==> config.mk <==
export PLATFORM = sky130hd
export DESIGN_NAME = ula_sequencer
export DESIGN_NICKNAME = d
export VERILOG_FILES = /design/src/rtl/ula_sequencer_pkg.sv /design/src/rtl/ula_seq_decode.sv /design/src/rtl/ula_sequencer.sv
export SDC_FILE = /design/constraint.sdc
export NUM_CORES = 1
export LEC_CHECK = 0
export BUFFER_PORTS_ARGS = -buffer_cell sky130_fd_sc_hd__clkbuf_2
export CORE_MARGIN = 3
export CORE_UTILIZATION = 40
export CTS_CLUSTER_SIZE = 8
export DETAILED_ROUTE_END_ITERATION = 10
export PLACE_DENSITY = 0.71
export SLEW_MARGIN = 5
export SYNTH_ARGS = -nofsm -noshare
export SYNTH_HDL_FRONTEND = slang
export SYNTH_SLANG_ARGS = --single-unit
==> constraint.sdc <==
create_clock -name clk -period 2.2 [get_ports clk]
set_input_delay 0.33 -clock clk [delete_from_list [all_inputs] [get_ports clk]]
set_output_delay 0.33 -clock clk [all_outputs]
set_load 0.05 [all_outputs]
==> src/rtl/ula_sequencer_pkg.sv <==
`default_nettype none
// ============================================================================
// Module   : ula_sequencer_pkg
// Purpose  : Shared definitions for the ALU sequencer. These are the opcode
//            values, the ALU operation codes (tula) and the sequencer state
//            encoding. The assembler and the test ROMs use the same values.
// Ports    : none (package)
// Revision : 1.0 - initial release
// ============================================================================
package ula_sequencer_pkg;

  // Upper nibble of an instruction; bit 7 set means an ALU operation.
  localparam logic [3:0] OP_NOP = 4'b0000;
  localparam logic [3:0] OP_LDX = 4'b0001;
  localparam logic [3:0] OP_LDY = 4'b0010;
  localparam logic [3:0] OP_MOV = 4'b0011;
  localparam logic [3:0] OP_JMP = 4'b0100;
  localparam logic [3:0] OP_JF  = 4'b0101;
  localparam logic [3:0] OP_HLT = 4'b0110;

  // ALU operation codes driven on tula.
  localparam logic [2:0] ULA_ADD = 3'b000;
  localparam logic [2:0] ULA_SUB = 3'b001;
  localparam logic [2:0] ULA_NEG = 3'b010;
  localparam logic [2:0] ULA_EQ  = 3'b011;
  localparam logic [2:0] ULA_GT  = 3'b100;
  localparam logic [2:0] ULA_LT  = 3'b101;
  localparam logic [2:0] ULA_AND = 3'b110;
  localparam logic [2:0] ULA_XOR = 3'b111;

  typedef enum logic [2:0] {
    ST_IDLE  = 3'd0,
    ST_FETCH = 3'd1,
    ST_EXEC  = 3'd2,
    ST_WB    = 3'd3,
    ST_HALT  = 3'd4
  } state_t;

  // Compare operations update the flag instead of writing X.
  function automatic logic is_cmp(input logic [2:0] ttt);
    return (ttt == ULA_EQ) || (ttt == ULA_GT) || (ttt == ULA_LT);
  endfunction

endpackage
`default_nettype wire

==> src/rtl/ula_seq_decode.sv <==
`default_nettype none
// ============================================================================
// Module   : ula_seq_decode
// Purpose  : Combinational decode of the instruction register into
//            write-enables and control-flow strobes.
// Ports    : i_ir          - instruction register {opcode, imm}
//            o_wr_x        - X is written in EXEC
//            o_x_from_alu  - X source is the ALU result (otherwise imm)
//            o_wr_y        - Y is written in EXEC
//            o_y_from_x    - Y source is X (MOV), otherwise imm
//            o_wr_flag     - flag latches ALU status in EXEC
//            o_is_jmp      - unconditional jump in WB
//            o_is_jf       - jump-if-flag in WB
//            o_is_hlt      - halt after WB
// Revision : 1.0 - initial release
// ============================================================================
module ula_seq_decode (
  input  logic [7:0] i_ir,
  output logic       o_wr_x,
  output logic       o_x_from_alu,
  output logic       o_wr_y,
  output logic       o_y_from_x,
  output logic       o_wr_flag,
  output logic       o_is_jmp,
  output logic       o_is_jf,
  output logic       o_is_hlt
);
  import ula_sequencer_pkg::*;

  logic [3:0] w_op;
  logic       w_is_alu;
  logic       w_alu_cmp;

  assign w_op      = i_ir[7:4];
  assign w_is_alu  = i_ir[7];
  assign w_alu_cmp = is_cmp(i_ir[2:0]);

  always_comb begin
    o_wr_x       = 1'b0;
    o_x_from_alu = 1'b0;
    o_wr_y       = 1'b0;
    o_y_from_x   = 1'b0;
    o_wr_flag    = 1'b0;
    o_is_jmp     = 1'b0;
    o_is_jf      = 1'b0;
    o_is_hlt     = 1'b0;
    if (w_is_alu) begin
      o_wr_flag    = w_alu_cmp;
      o_wr_x       = !w_alu_cmp;
      o_x_from_alu = 1'b1;
    end else begin
      // NOP and the reserved opcode fall through with nothing enabled.
      case (w_op)
        OP_LDX: o_wr_x = 1'b1;
        OP_LDY: o_wr_y = 1'b1;
        OP_MOV: begin
          o_wr_y     = 1'b1;
          o_y_from_x = 1'b1;
        end
        OP_JMP:  o_is_jmp = 1'b1;
        OP_JF:   o_is_jf  = 1'b1;
        OP_HLT:  o_is_hlt = 1'b1;
        default: ;
      endcase
    end
  end

endmodule
`default_nettype wire

==> src/rtl/ula_sequencer.sv <==
`default_nettype none
// ============================================================================
// Module   : ula_sequencer
// Purpose  : Control unit for the 4-bit ALU. It fetches 8-bit instructions
//            from a program ROM, owns the X/Y operand registers, issues the
//            ALU op code and writes back the ALU result or the compare flag.
//            Each non-halt instruction takes FETCH, EXEC and WB.
// Ports    : clk, rst    - clock, asynchronous active-high reset
//            start       - begin execution (honoured only in IDLE)
//            pc / instr  - ROM address / ROM data (async read)
//            outx, outy  - X and Y registers to the ALU
//            tula        - registered ALU op code
//            outula      - ALU result; status - ALU compare result
//            flag        - latched compare flag
//            busy        - high in FETCH/EXEC/WB; halted - high in HALT
// Revision : 1.0 - initial release
// ============================================================================
module ula_sequencer #(
  parameter int PC_W   = 4,
  parameter int DATA_W = 4
) (
  input  logic              clk,
  input  logic              rst,
  input  logic              start,
  output logic [PC_W-1:0]   pc,
  input  logic [7:0]        instr,
  output logic [DATA_W-1:0] outx,
  output logic [DATA_W-1:0] outy,
  output logic [2:0]        tula,
  input  logic [DATA_W-1:0] outula,
  input  logic              status,
  output logic              flag,
  output logic              busy,
  output logic              halted
);
  import ula_sequencer_pkg::*;

  state_t             r_state;
  state_t             w_state_nxt;
  logic [PC_W-1:0]    r_pc;
  logic [DATA_W-1:0]  r_x;
  logic [DATA_W-1:0]  r_y;
  logic [7:0]         r_ir;
  logic               r_flag;
  logic [2:0]         r_tula;

  logic [3:0]         w_imm;
  logic [PC_W-1:0]    w_pc_inc;
  logic               w_wr_x;
  logic               w_x_from_alu;
  logic               w_wr_y;
  logic               w_y_from_x;
  logic               w_wr_flag;
  logic               w_is_jmp;
  logic               w_is_jf;
  logic               w_is_hlt;

  assign w_imm    = r_ir[3:0];
  assign w_pc_inc = r_pc + PC_W'(1);

  ula_seq_decode u_decode (
    .i_ir         (r_ir),
    .o_wr_x       (w_wr_x),
    .o_x_from_alu (w_x_from_alu),
    .o_wr_y       (w_wr_y),
    .o_y_from_x   (w_y_from_x),
    .o_wr_flag    (w_wr_flag),
    .o_is_jmp     (w_is_jmp),
    .o_is_jf      (w_is_jf),
    .o_is_hlt     (w_is_hlt)
  );

  // State register
  always_ff @(posedge clk or posedge rst) begin
    if (rst) r_state <= ST_IDLE;
    else     r_state <= w_state_nxt;
  end

  // Next-state logic
  always_comb begin
    w_state_nxt = r_state;
    case (r_state)
      ST_IDLE:  if (start) w_state_nxt = ST_FETCH;
      ST_FETCH: w_state_nxt = ST_EXEC;
      ST_EXEC:  w_state_nxt = ST_WB;
      ST_WB:    w_state_nxt = w_is_hlt ? ST_HALT : ST_FETCH;
      ST_HALT:  w_state_nxt = ST_HALT;
      default:  w_state_nxt = ST_IDLE;
    endcase
  end

  // Datapath. X and Y only move in EXEC, so the ALU sees stable operands
  // throughout the cycle in which its result is captured.
  always_ff @(posedge clk or posedge rst) begin
    if (rst) begin
      r_pc   <= '0;
      r_x    <= '0;
      r_y    <= '0;
      r_ir   <= '0;
      r_flag <= 1'b0;
      r_tula <= '0;
    end else begin
      case (r_state)
        ST_FETCH: begin
          r_ir <= instr;
          // tula is set up a cycle early so the ALU settles before EXEC.
          if (instr[7]) r_tula <= instr[2:0];
        end
        ST_EXEC: begin
          if (w_wr_x)    r_x    <= w_x_from_alu ? outula : DATA_W'(w_imm);
          if (w_wr_y)    r_y    <= w_y_from_x ? r_x : DATA_W'(w_imm);
          if (w_wr_flag) r_flag <= status;
        end
        ST_WB: begin
          if (w_is_jmp)       r_pc <= PC_W'(w_imm);
          else if (w_is_jf)   r_pc <= r_flag ? PC_W'(w_imm) : w_pc_inc;
          else if (!w_is_hlt) r_pc <= w_pc_inc;
        end
        default: ;
      endcase
    end
  end

  assign pc     = r_pc;
  assign outx   = r_x;
  assign outy   = r_y;
  assign tula   = r_tula;
  assign flag   = r_flag;
  assign busy   = (r_state == ST_FETCH) || (r_state == ST_EXEC) || (r_state == ST_WB);
  assign halted = (r_state == ST_HALT);

endmodule
`default_nettype wire

### Yosys cells after proc, flatten, opt, wreduce, memory -nomap -nowiden

Index checks and enable logic that the tools add are counted.

* bits in writable memories: 0
* memories kept: 0
* output and inout bits: 18
* latch bits: 0
* bits in registers: 27
* input bits: 16
* memory bits (read-only): 0

* $add $sub $neg: 1
* multiplexer cells: 23
* reduce and logical (&&, ||, !) cells: 12
* multipliers: 0
* order comparisons: 0
* eq/ne operators: 15
* bitwise operators: 0
* div/mod/pow operators: 0
* shifts and indexed selects: 0

Operator list (count)
* $mux W4: 6
* $pmux W3 S5: 1
* $mux W1: 14
* $eq A4 B3 Y1 const B: 3
* $reduce_and A2 Y1: 5
* $eq A3 B2 Y1 const B: 3
* $eq A3 B3 Y1 const B: 3
* $eq A4 B2 Y1 const B: 2
* $mux W3: 2
* $add A4 B1 Y4 const B: 1
* $eq A4 B1 Y1 const B: 1
* $logic_or A1 B1 Y1: 4
* $eq A3 B1 Y1 const B: 1
* $logic_not A3 Y1: 1
* $ne A3 B1 Y1 const B: 1
* $ne A2 B2 Y1 const B: 1
* $reduce_or A2 Y1: 1
* $logic_not A1 Y1: 1

### Logic depth before layout (Yosys ltp)

* depth after elaboration: 6
* gate-level depth with buffers: 5
* mapped depth without buffers: 4

### Cells and area by module

From an unflattened synthesis, not the netlist that was laid out.

* cells, all modules: 122
* area, all modules: 1413.9 sq um

By module, submodules not included
* ula_sequencer: cells each 111, area each 1308.8 sq um, instances 1
* ula_seq_decode: cells each 11, area each 105.1 sq um, instances 1

### Least setup slack after synthesis

OpenSTA, ideal clock, no wires.

* kind: register to output
* start point: register r_state[2]
* end point: output port halted
* data required time: 1870 ps
* buffers on the path: 0
* slack: 147 ps
* stages on the path, launching flop included: 3
* data arrival time: 1723 ps
* cells stage by stage: dfrtp_1 inv_1 nor3_1

* longest elaborated chain between the ends: 1

RTL lines
* start, declared: line ula_sequencer.sv:38 `state_t r_state;`
* start signal, assigned: line ula_sequencer.sv:76 `else r_state <= w_state_nxt;`
* $eq A3 B3 Y1: line ula_sequencer.sv:130 `assign halted = (r_state == ST_HALT);`
* end, declared: line ula_sequencer.sv:34 `output logic halted`

Every way passes these cells.

### Final worst setup path

Same ends and word-level chain as after synthesis.

==> impl_metrics.tcl <==
set metrics [dict create \
    outcome "finished clean" \
    grt_pass1_wl_um 4840 \
    r2r_slack_ns 0.59 \
    ys_warn_count 0 \
    avgSynthCellArea_um2 12.2 \
    antenna_cells 0 \
    fmax_ghz 0.525 \
    post_dp_cell_area_um2 1550 \
    holdBufCountCts 0 \
    core_area_um2 3130 \
    final_nets 164 \
    drtIter0Drc 26 \
    synth.most_common_cell "dfrtp_1" \
    rows 20 \
    final_layout_size_suffix_gt1_share_pct 39.0 \
    num_io_pins 34 \
    synth_flop_cell "dfrtp_1" \
    route.vias.total 954 \
    port-buffer-count 33 \
    synthArstFlopShare_pct 100 \
    min_period_over_period_pct 86.6 \
    clk_path_buf_depth 2 \
    htreeDepth 1 \
    setup_viol 0 \
    drc 0 \
    dr.pass1.iters 3 \
    finalHoldViolations 0 \
    ant_nets 0 \
    fillers 300 \
    ys_seq_area_share_pct 50.5 \
    cts_buffers 3 \
    die_h_um 63.9 \
    die-area_um2 4080 \
    fin_area_um2 1580 \
    skew_ns 0.00519 \
    slew_headroom_pct 72.1 \
    die_w_um 63.9 \
    clkTransAtPathRegs_ns 0.14 \
    drt-vias-per-instance 5.02 \
    worstMarginPinSlew_ns 0.419 \
    grtUsageTotal_pct 15.1 \
    end_kind "output port" \
    cts-root-buf "clkbuf_4" \
    synth_common_cells "dfrtp_1 (27), mux2_2 (12), mux2_1 (8), nand2_1 (8)" \
    worst-path-max-fanout 6 \
    place.gp.congestion 0.748 \
    grt_pass1_vias 1050 \
    seq_area_um2 676 \
    cts_resized 0 \
    multiInputGateArea_um2 623 \
    start_util_pct 42.8 \
    cts_setup_buffers 0 \
    hold_class "primary input to async pin" \
    synth-edff-count 0 \
    grt_overflow 0 \
    start_kind "flop" \
    yosys.area.top_type_share_pct 50.5 \
    grt_antenna_before_repair 0 \
    synthTopCellsByArea "dfrtp_1 (50%), mux2_2 (10%), mux2_1 (6.7%)" \
    numClockSinks 27 \
    wl_per_cell_um 14.5 \
    synth_cell_type_count 34 \
    fin_crit_ns 1.90 \
    worst-setup-path-type "flop to output port" \
    required_ns 1.87 \
    finalSetupTns_ns 0 \
    clk_latency_ns 0.32 \
    dpl.hpwl_um 2230 \
    postSynthCellCount 110 \
    cap_violations 0 \
    synth_top_area_cell "dfrtp_1" \
    instances_no_fill 190 \
    grt_max_degree 28 \
    rsz0062_at_grt "no" \
    drv_slew 0 \
    syn-cell-area_um2 1340 \
    arrival_ns 1.57 \
    ys_ff_latch 27 \
    mappedNetlistNets 127 \
    fin_hold_ws_ns 0.0207 \
    wirelength_um 2760 \
    dp_cells 186 \
    areaGrowthSynthToFinish_pct 17.9 \
    cts_tree "done" \
]
-- per-layer routing --
layer,track usage (%),part of all wire (%),up-vias
met1,17.2,42,460
met3,2.81,3.5,4
met5,0,0,-
met2,28.3,54,19
met4,4.04,1.1,0
li1,-,-,471
-- worst paths after layout --
kind,start,endpoint,cells after the start
worst max-delay path,r_state[2],halted,3
worst min-delay path,rst,pc[3],3
worst max register to register,r_ir[7],outx[0],4
worst min register to register,outy[3],outy[3],2
max in group asynchronous,rst,r_ir[6],3
min in group clk,instr[1],tula[1],2
-- final cells by class --
class / count / share of cell area [%]
flip-flops and latches: 27 / 42.8
well taps: 44 / 3.49
multi-input cells: 75 / 39.5
clock buffers: 4 / 1.66
repair buffers: 35 / 11.4
inverters: 5 / 1.19
-- stage by stage --
step	setup slack, ns	util, %
floorplan	0.147	-
global placement	0.623	49.6
detailed placement	0.588	49.6
CTS	0.282	50.5
global route	0.161	50.5
finish	0.295	50.5
-- cell families after synthesis --
logic type	count (synthesis)	synth area share, %
AO/OA/AOI/OAI	18	8.60
adder cells (fa/ha/maj)	1	0.934
buffers and inverters	8	2.99
flip-flops	27	50.5
multiplexers	24	19.8
AND/OR/NAND/NOR	32	17.2
-- sequential cells by signal (all words and copies together) (netlist names) --
register,cells
flag,1
outx,4
outy,4
pc,4
r_ir,8
r_state,3
tula,3
-- layout by cell type (no fill, tap or decap), types with 3 or more instances in the layout --
master and n:
clkbuf_2 33, dfrtp_1 27, mux2_2 12, nand2_1 8
mux2_1 8, nor2_1 5, o21ai_1 5, nand3_1 4
o22ai_1 4, inv_1 4, mux2i_1 4, a22oi_1 3
clkbuf_4 3
-- critical path: stages, from the launching register on --
cell and delay [ns]:
dfrtp_1 0.53, inv_1 0.12, nor3_1 0.28, clkbuf_2 0.33
Power is not shown: default switching activity piles up to over one toggle a cycle in this logic, so the estimate is an artifact.
